`config.mk`:
```
export PLATFORM = sky130hd
export DESIGN_NAME = lcd_rect_fill
export DESIGN_NICKNAME = d
export VERILOG_FILES = /design/src/rtl/lcd_pkg.sv /design/src/rtl/lcd_xfer_handshake.sv /design/src/rtl/lcd_rect_fill.sv
export SDC_FILE = /design/constraint.sdc
export NUM_CORES = 1
export LEC_CHECK = 0
export ABC_AREA = 1
export CAP_MARGIN = 0
export CORE_MARGIN = 3
export CORE_UTILIZATION = 40
export CTS_CLUSTER_DIAMETER = 120
export DETAILED_ROUTE_END_ITERATION = 6
export HOLD_SLACK_MARGIN = 0.06
export PLACE_DENSITY = 0.62
export SKIP_LAST_GASP = 1
export SYNTH_ARGS = -nofsm -noshare
export SYNTH_HDL_FRONTEND = slang
export SYNTH_HIERARCHICAL = 1
export SYNTH_SLANG_ARGS = --single-unit
```
`constraint.sdc`:
```
create_clock -name clk -period 3.85 [get_ports clk]
set_clock_uncertainty 0.15 [all_clocks]
set_input_delay 0.77 -clock clk [delete_from_list [all_inputs] [get_ports clk]]
set_output_delay 0.77 -clock clk [all_outputs]
set_load 0.005 [all_outputs]
```
`src/rtl/lcd_pkg.sv`:
```
// Shared constants, state encoding and byte-word packing for the LCD rectangle filler.
package lcd_pkg;

  localparam logic [7:0] CMD_CASET = 8'h2A;
  localparam logic [7:0] CMD_PASET = 8'h2B;
  localparam logic [7:0] CMD_RAMWR = 8'h2C;

  // Position of the data/command flag inside the serializer word.
  localparam int DC_BIT = 9;

  // Step 10 is the memory-write command; from step 11 on only pixels are sent.
  localparam logic [3:0] STEP_RAMWR = 4'd10;
  localparam logic [3:0] STEP_PIX   = 4'd11;

  typedef enum logic [2:0] {IDLE, SEND, GUARD, WAIT, NEXT} state_t;

  // Pack one byte with its dc flag into the serializer word layout.
  function automatic logic [15:0] lcd_word(input logic dc, input logic [7:0] b);
    logic [15:0] w;
    w         = {8'h00, b};
    w[DC_BIT] = dc;
    return w;
  endfunction

endpackage

```
`src/rtl/lcd_xfer_handshake.sv`:
```
// Paces one serializer transfer: wait for idle, pulse, guard the registered busy rise, wait for completion.
module lcd_xfer_handshake
  import lcd_pkg::*;
(
  input  logic clk,
  input  logic reset,
  input  logic req,
  input  logic req16,
  input  logic lcd_busy,
  output logic lcd_load,
  output logic lcd_load16,
  output logic xfer_done
);

  state_t state, state_nxt;
  logic   is16;

  // State register plus the latched transfer kind.
  always_ff @(posedge clk) begin
    if (reset) begin
      state <= IDLE;
      is16  <= 1'b0;
    end else begin
      state <= state_nxt;
      if (state == IDLE && req) is16 <= req16;
    end
  end

  // Next state and the single-cycle load pulses.
  always_comb begin
    state_nxt  = state;
    lcd_load   = 1'b0;
    lcd_load16 = 1'b0;
    xfer_done  = 1'b0;
    case (state)
      IDLE:  if (req) state_nxt = SEND;
      SEND:  if (!lcd_busy) begin
               lcd_load   = !is16;
               lcd_load16 = is16;
               state_nxt  = GUARD;
             end
      GUARD: state_nxt = WAIT;
      WAIT:  if (!lcd_busy) begin
               xfer_done = 1'b1;
               state_nxt = IDLE;
             end
      default: state_nxt = IDLE;
    endcase
  end

endmodule

```
`src/rtl/lcd_rect_fill.sv`:
```
// Fills a panel rectangle with one colour: CASET/PASET/RAMWR with parameters, then one word per pixel.
module lcd_rect_fill
  import lcd_pkg::*;
#(
  parameter int WIDTH  = 240,
  parameter int HEIGHT = 320
) (
  input  logic        clk,
  input  logic        reset,
  input  logic        start,
  input  logic [8:0]  x0,
  input  logic [8:0]  x1,
  input  logic [8:0]  y0,
  input  logic [8:0]  y1,
  input  logic [15:0] color,
  output logic        busy,
  output logic        done,
  output logic        err,
  output logic        lcd_load,
  output logic        lcd_load16,
  output logic [15:0] lcd_in,
  input  logic        lcd_busy
);

  localparam logic [9:0] X_LIM = 10'(WIDTH);
  localparam logic [9:0] Y_LIM = 10'(HEIGHT);

  state_t      state, state_nxt;
  logic [3:0]  step;
  logic [8:0]  xs, xe, ys, ye, col, row;
  logic [15:0] pix;
  logic        err_q, req, req16, xfer_done, req_ok, last;

  assign req_ok = (x0 <= x1) && (y0 <= y1) && ({1'b0, x1} < X_LIM) && ({1'b0, y1} < Y_LIM);
  assign last   = (step == STEP_PIX) && (col == xe) && (row == ye);
  assign err    = err_q;

  // Serializer word for a given step of the command preamble; pixel steps carry the colour.
  function automatic logic [15:0] word_at(input logic [3:0] s);
    case (s)
      4'd0:    return lcd_word(1'b0, CMD_CASET);
      4'd1:    return lcd_word(1'b1, {7'b0, xs[8]});
      4'd2:    return lcd_word(1'b1, xs[7:0]);
      4'd3:    return lcd_word(1'b1, {7'b0, xe[8]});
      4'd4:    return lcd_word(1'b1, xe[7:0]);
      4'd5:    return lcd_word(1'b0, CMD_PASET);
      4'd6:    return lcd_word(1'b1, {7'b0, ys[8]});
      4'd7:    return lcd_word(1'b1, ys[7:0]);
      4'd8:    return lcd_word(1'b1, {7'b0, ye[8]});
      4'd9:    return lcd_word(1'b1, ye[7:0]);
      4'd10:   return lcd_word(1'b0, CMD_RAMWR);
      default: return pix;
    endcase
  endfunction

  lcd_xfer_handshake u_hs (
    .clk        (clk),
    .reset      (reset),
    .req        (req),
    .req16      (req16),
    .lcd_busy   (lcd_busy),
    .lcd_load   (lcd_load),
    .lcd_load16 (lcd_load16),
    .xfer_done  (xfer_done)
  );

  // Sequencer state register.
  always_ff @(posedge clk) begin
    if (reset) state <= IDLE;
    else       state <= state_nxt;
  end

  // Sequencer next state, transfer requests and status outputs.
  always_comb begin
    state_nxt = state;
    req       = 1'b0;
    req16     = 1'b0;
    busy      = 1'b0;
    done      = 1'b0;
    case (state)
      IDLE: if (start && req_ok) begin
              state_nxt = SEND;
              req       = 1'b1;
            end
      SEND: begin
              busy = 1'b1;
              if (xfer_done) state_nxt = NEXT;
            end
      NEXT: if (last) begin
              done      = 1'b1;
              state_nxt = IDLE;
            end else begin
              busy      = 1'b1;
              req       = 1'b1;
              req16     = (step >= STEP_RAMWR);
              state_nxt = SEND;
            end
      default: state_nxt = IDLE;
    endcase
  end

  // Request latch, step/pixel counters, outgoing word and the reject flag.
  always_ff @(posedge clk) begin
    if (reset) begin
      err_q  <= 1'b0;
      step   <= '0;
      xs     <= '0;
      xe     <= '0;
      ys     <= '0;
      ye     <= '0;
      col    <= '0;
      row    <= '0;
      pix    <= '0;
      lcd_in <= '0;
    end else begin
      err_q <= (state == IDLE) && start && !req_ok;
      if (state == IDLE && start && req_ok) begin
        xs     <= x0;
        xe     <= x1;
        ys     <= y0;
        ye     <= y1;
        pix    <= color;
        col    <= x0;
        row    <= y0;
        step   <= '0;
        lcd_in <= lcd_word(1'b0, CMD_CASET);
      end else if (state == NEXT && !last) begin
        if (step != STEP_PIX) begin
          step   <= step + 4'd1;
          lcd_in <= word_at(step + 4'd1);
        end else if (col == xe) begin
          col <= xs;
          row <= row + 9'd1;
        end else begin
          col <= col + 9'd1;
        end
      end
    end
  end

endmodule

```
**Word-level counts from Yosys, hierarchy flattened**

Index checks and enable logic that the tools add are counted.

- Bits in registers: 98
- Word-level logic and storage cells: 108
- Bits of input ports: 56

- Order comparisons: 5
- Reductions and logical operators: 27
- Add/subtract/negate cells: 3
- Eq/ne operators: 25
- Multiplexer cells: 34

Operator list:

| kind | count |
|---|---|
| 16-bit case mux with 11 select lines | 1 |
| 9-bit two-way mux | 8 |
| 9-bit by 1-bit adder with 9-bit output (second input constant) | 2 |
| 9-bit equality test | 2 |
| 9-bit <= comparator | 2 |
| 6-bit two-way mux | 3 |
| 4-bit by 3-bit equality test with 1-bit output (second input constant) | 4 |
| 4-bit equality test (second input constant) | 4 |
| 3-bit two-way mux | 5 |
| 1-bit two-way mux | 13 |
| 3-bit case mux with 4 select lines | 1 |
| 1-bit logical AND | 11 |
| 9-bit by 8-bit < comparator with 1-bit output (second input constant) | 1 |
| 9-bit < comparator (second input constant) | 1 |
| 3-bit case mux with 3 select lines | 1 |
| 4-bit by 2-bit equality test with 1-bit output (second input constant) | 2 |
| 2-bit inequality test (second input constant) | 4 |
| 2-bit AND reduction | 4 |
| 3-bit by 1-bit equality test with 1-bit output (second input constant) | 2 |
| 3-bit by 2-bit equality test with 1-bit output (second input constant) | 2 |
| 3-bit logical NOT | 2 |
| 3-bit AND reduction | 2 |
| 2-bit nonzero test | 3 |
| 4-bit by 1-bit adder with 4-bit output (second input constant) | 1 |
| other kinds (9) | 13 |

**Depth between registers and ports, before layout**

- Word-level depth: 9
- Depth in mapped cells: 19
- Gate-level depth less buffers: 17

**By module**

Netlist, hierarchy kept.

Modules (own cells, without submodules):

| module | area an instance (µm²) | instances | sequential area each (µm²) | cells an instance |
|---|---|---|---|---|
| lcd_rect_fill | 5,515.3 | 1 | 1,861.8 | 815 |
| lcd_xfer_handshake | 239.0 | 1 | 60.1 | 37 |

**Worst setup path after synthesis**

OpenSTA, ideal clock, no wires.

- Kind: input to register
- From: in x1[8]
- To: reg u_hs.state[1]
- Arrival: 2,516 ps
- Setup slack: 1,123 ps
- Library setup time: 62 ps
- Path buffers: 2
- Data required time: 3,638 ps
- Stages: 18
- Path through: inv_1 > ha_1 > nand2_1 > inv_2 > nand2_1 > nor2_2 > nand3b_2 > a21boi_4 > nand3_4 > buf_6 > buf_2 > nand2_1 > inv_1 > nand2_1 > nand3_1 > nand2_1 > inv_1 > nor2_2

- Cells in the longest elaborated chain, start to end: 9

RTL lines:

| what | RTL line | text |
|---|---|---|
| from (decl) | lcd_rect_fill.sv:12 | `input logic [8:0] x1,` |
| 9-bit <= comparator | lcd_rect_fill.sv:34 | `assign req_ok = (x0 <= x1) && (y0 <= y1) && ({1'b0, x1} < X_LIM) && ({1'b0, y1} < Y_LIM);` |
| 1-bit logical AND | lcd_rect_fill.sv:34 |  |
| 1-bit logical AND (*) (2 in series) | lcd_rect_fill.sv:34 |  |
| 1-bit logical AND (*) | lcd_rect_fill.sv:81 | `IDLE: if (start && req_ok) begin` |
| 1-bit two-way mux (*) | lcd_rect_fill.sv:81 |  |
| 1-bit case mux with 2 select lines (*) | lcd_rect_fill.sv:80 | `case (state)` |
| net req | lcd_rect_fill.sv:32 | `logic err_q, req, req16, xfer_done, req_ok, last;` |
| 2-bit by 1-bit inequality test with 1-bit output (no line) (*) | -- |  |
| 3-bit AND reduction (no line) (*) | -- |  |
| to (signal assigned) | lcd_xfer_handshake.sv:24 | `state <= state_nxt;` |
| to (decl) | lcd_xfer_handshake.sv:15 | `state_t state, state_nxt;` |

The timed path passes the listed nets; every way through them passes the cells marked *.
A chain may end at the register's enable or synchronous reset.

**Worst setup path in the final report**

- From: reg step[1]
- To: out busy

- Cells in the longest elaborated chain, start to end: 5

RTL lines:

| what | RTL line | text |
|---|---|---|
| from (decl) | lcd_rect_fill.sv:29 | `logic [3:0] step;` |
| from (signal assigned) | lcd_rect_fill.sv:129 | `step <= step + 4'd1;` |
| 4-bit equality test | lcd_rect_fill.sv:35 | `assign last = (step == STEP_PIX) && (col == xe) && (row == ye);` |
| 1-bit logical AND (2 in series) | lcd_rect_fill.sv:35 |  |
| 1-bit two-way mux | lcd_rect_fill.sv:89 | `NEXT: if (last) begin` |
| 1-bit case mux with 2 select lines | lcd_rect_fill.sv:80 |  |
| to (decl) | lcd_rect_fill.sv:16 | `output logic busy,` |

Every way passes these cells.

==> results_dict.tcl <==
set metrics [dict create \
    status "complete, no violations" \
    cts_resized 0 \
    clk_pin_slew_ns 0.07 \
    wl_per_cell_um 14.2 \
    fp.dieArea_um2 15900 \
    peakVddDrop_mv 0.220 \
    hold_path.class "flip-flop to flip-flop" \
    cap_violations 0 \
    powerDensity_nw_per_um2 426 \
    synth_top_area_frac 0.334 \
    via_per_inst 4.92 \
    post_synth_num_cell_types 36 \
    fin_util 0.497 \
    ys_ff_latch 96 \
    yosysWarnings 6 \
    num_antenna_cells 0 \
    portBuffers 76 \
    ctsHoldBuffers 0 \
    cts_setup_buffers 0 \
    grt_use_met2 0.306 \
    setup_tns_ns 0 \
    fmax_mhz 276 \
    regArea_um2 1920 \
    dr_total_vias 5450 \
    period_share 0.943 \
    syn_to_final_growth_pct 20.9 \
    dpl.hpwl_mm 12.0 \
    syn-cell-area_um2 5750 \
    grtUsageMet3 0.0310 \
    final_common_cell "nand2_1" \
    p_leak_nw 3.04 \
    pin_count 77 \
    cts_made_buffers 9 \
    clk_path_buf_depth 2 \
    grt_max_degree 57 \
    grt_pass1_vias 5088 \
    slew_violations 0 \
    crit_required_ns 2.93 \
    crit_path_start_kind "flip-flop" \
    gp_congestion 0.896 \
    initialDrtViolationCount 273 \
    placementRows 43 \
    period_needed_ns 3.63 \
    rsz0062_at_grt "no" \
    syn_nets 943 \
    avgSynthCellArea_um2 6.75 \
    start_util 0.411 \
    setup-violations-final 0 \
    drive_above_1_share 0.0787 \
    busiest_layer "met2" \
    arrival_ns 2.71 \
    clock-sinks 96 \
    most-common-layout-cells "nand2_1 (227), nor2_1 (100), dfxtp_1 (96)" \
    htreeDepth 3 \
    synth_area_leaders "dfxtp_1 (33%), nand2_1 (15%), ha_1 (7.6%), nor2_1 (6.5%), inv_1 (5.6%)" \
    drt-total-wl_mm 15.7 \
    antenna_found_initial 0 \
    yosys.area.top_type "dfxtp_1" \
    die_y_um 126 \
    gr-total-overflow 0 \
    multi_input_area_um2 3300 \
    cts-root-buf "clkbuf_16" \
    hold_viol 0 \
    synth_cells 852 \
    first_pass_iters 5 \
    hold_slack_ns 0.305 \
    crit_fanout 10 \
    path_class "flip-flop to output pin" \
    critPathCaptureType "output pin" \
    slew_headroom 0.706 \
    ant_nets 0 \
    use_met1 0.294 \
    core_um2 14000 \
    nNetsFinal 1013 \
    num-fill-cells 1467 \
    drt_drc_violations_left 0 \
    grt_first_pass_wirelength_mm 26.0 \
    yosysSeqAreaShare 0.334 \
    grt_usage 0.202 \
    cts_tree "done" \
    clock_latency_ns 0.35 \
    tightest_slew_ns 0.441 \
    die_x_um 126 \
]
final timing paths:
kind,startpoint,to,slack [ns],cells after the start
worst max-delay path,step[1],busy,0.22,10
worst min-delay path,pix[14],lcd_in[14],0.30,2
worst max register to register,step[1],lcd_in[1],1.41,11
worst min register to register,pix[14],lcd_in[14],0.30,2
final cells by class:
| cell class | count | area share |
|---|---|---|
| clock inverters | 7 | 0.00683 |
| inverters | 99 | 0.0538 |
| flip-flops and latches | 96 | 0.276 |
| clock buffers | 9 | 0.0324 |
| multi-input cells | 628 | 0.474 |
| well taps | 180 | 0.0324 |
| repair buffers | 88 | 0.124 |
logic make-up after synthesis:
kind of cell,Yosys count,share of synthesized area
simple gates,461,0.366
buf+inv,128,0.0922
compound gates,113,0.103
flops,96,0.334
fa+ha+maj,35,0.0761
xor+xnor,19,0.0289
report_power, final:
group	internal [mW]	switching [mW]
Clock	0.438	0.412
Sequential	1.08	0.0760
Combinational	0.374	0.587
Total	1.89	1.07
cells in the mapped netlist, drive strengths merged:
cell,instances
inv,97
o21a,1
buf,17
a21oi,52
a21boi,1
a21o,1
xor2,14
clkinv,2
nand3,66
nor2,111
o22ai,3
nand4,29
o211ai,1
nand3b,4
nand2,238
o21ai,54
clkbuf,12
xnor2,5
nor3,12
nor3b,1
dfxtp,96
ha,35
per-layer routing:
| layer | share of wire | vias up |
|---|---|---|
| met4 | 0.019 | 0 |
| met1 | 0.50 | 2407 |
| met5 | 0 | - |
| li1 | - | 2881 |
| met3 | 0.051 | 18 |
| met2 | 0.43 | 144 |
metrics by stage:
step	power (mW)	instance area, µm²	std cells	setup WS, ns
2_1_floorplan	1.83	5750	852	1.12
3_3_place_gp	2.13	6690	1091	0.506
3_5_place_dp	2.14	6690	1091	0.461
4_1_cts	2.98	6960	1107	0.206
5_1_grt	3.16	6960	1107	0.0695
6_report	2.97	6960	1107	0.221
critical path: stages (launching register included):
cell,delay (ns)
dfxtp_1,0.53
ha_1,0.33
nand3_4,0.13
nor2_1,0.12
nand2_1,0.06
nor2_1,0.18
nand2_4,0.12
nand2_1,0.18
inv_1,0.09
o21a_1,0.18
clkdlybuf4s50_1,0.44
registers in the layout, indices dropped and copies added (netlist names), 4 cells and up:
register / flops
step: 4
lcd_in: 16
pix: 16
xs: 9
xe: 9
ys: 9
col: 9
row: 9
ye: 9
(Power assumes the default switching activity.)
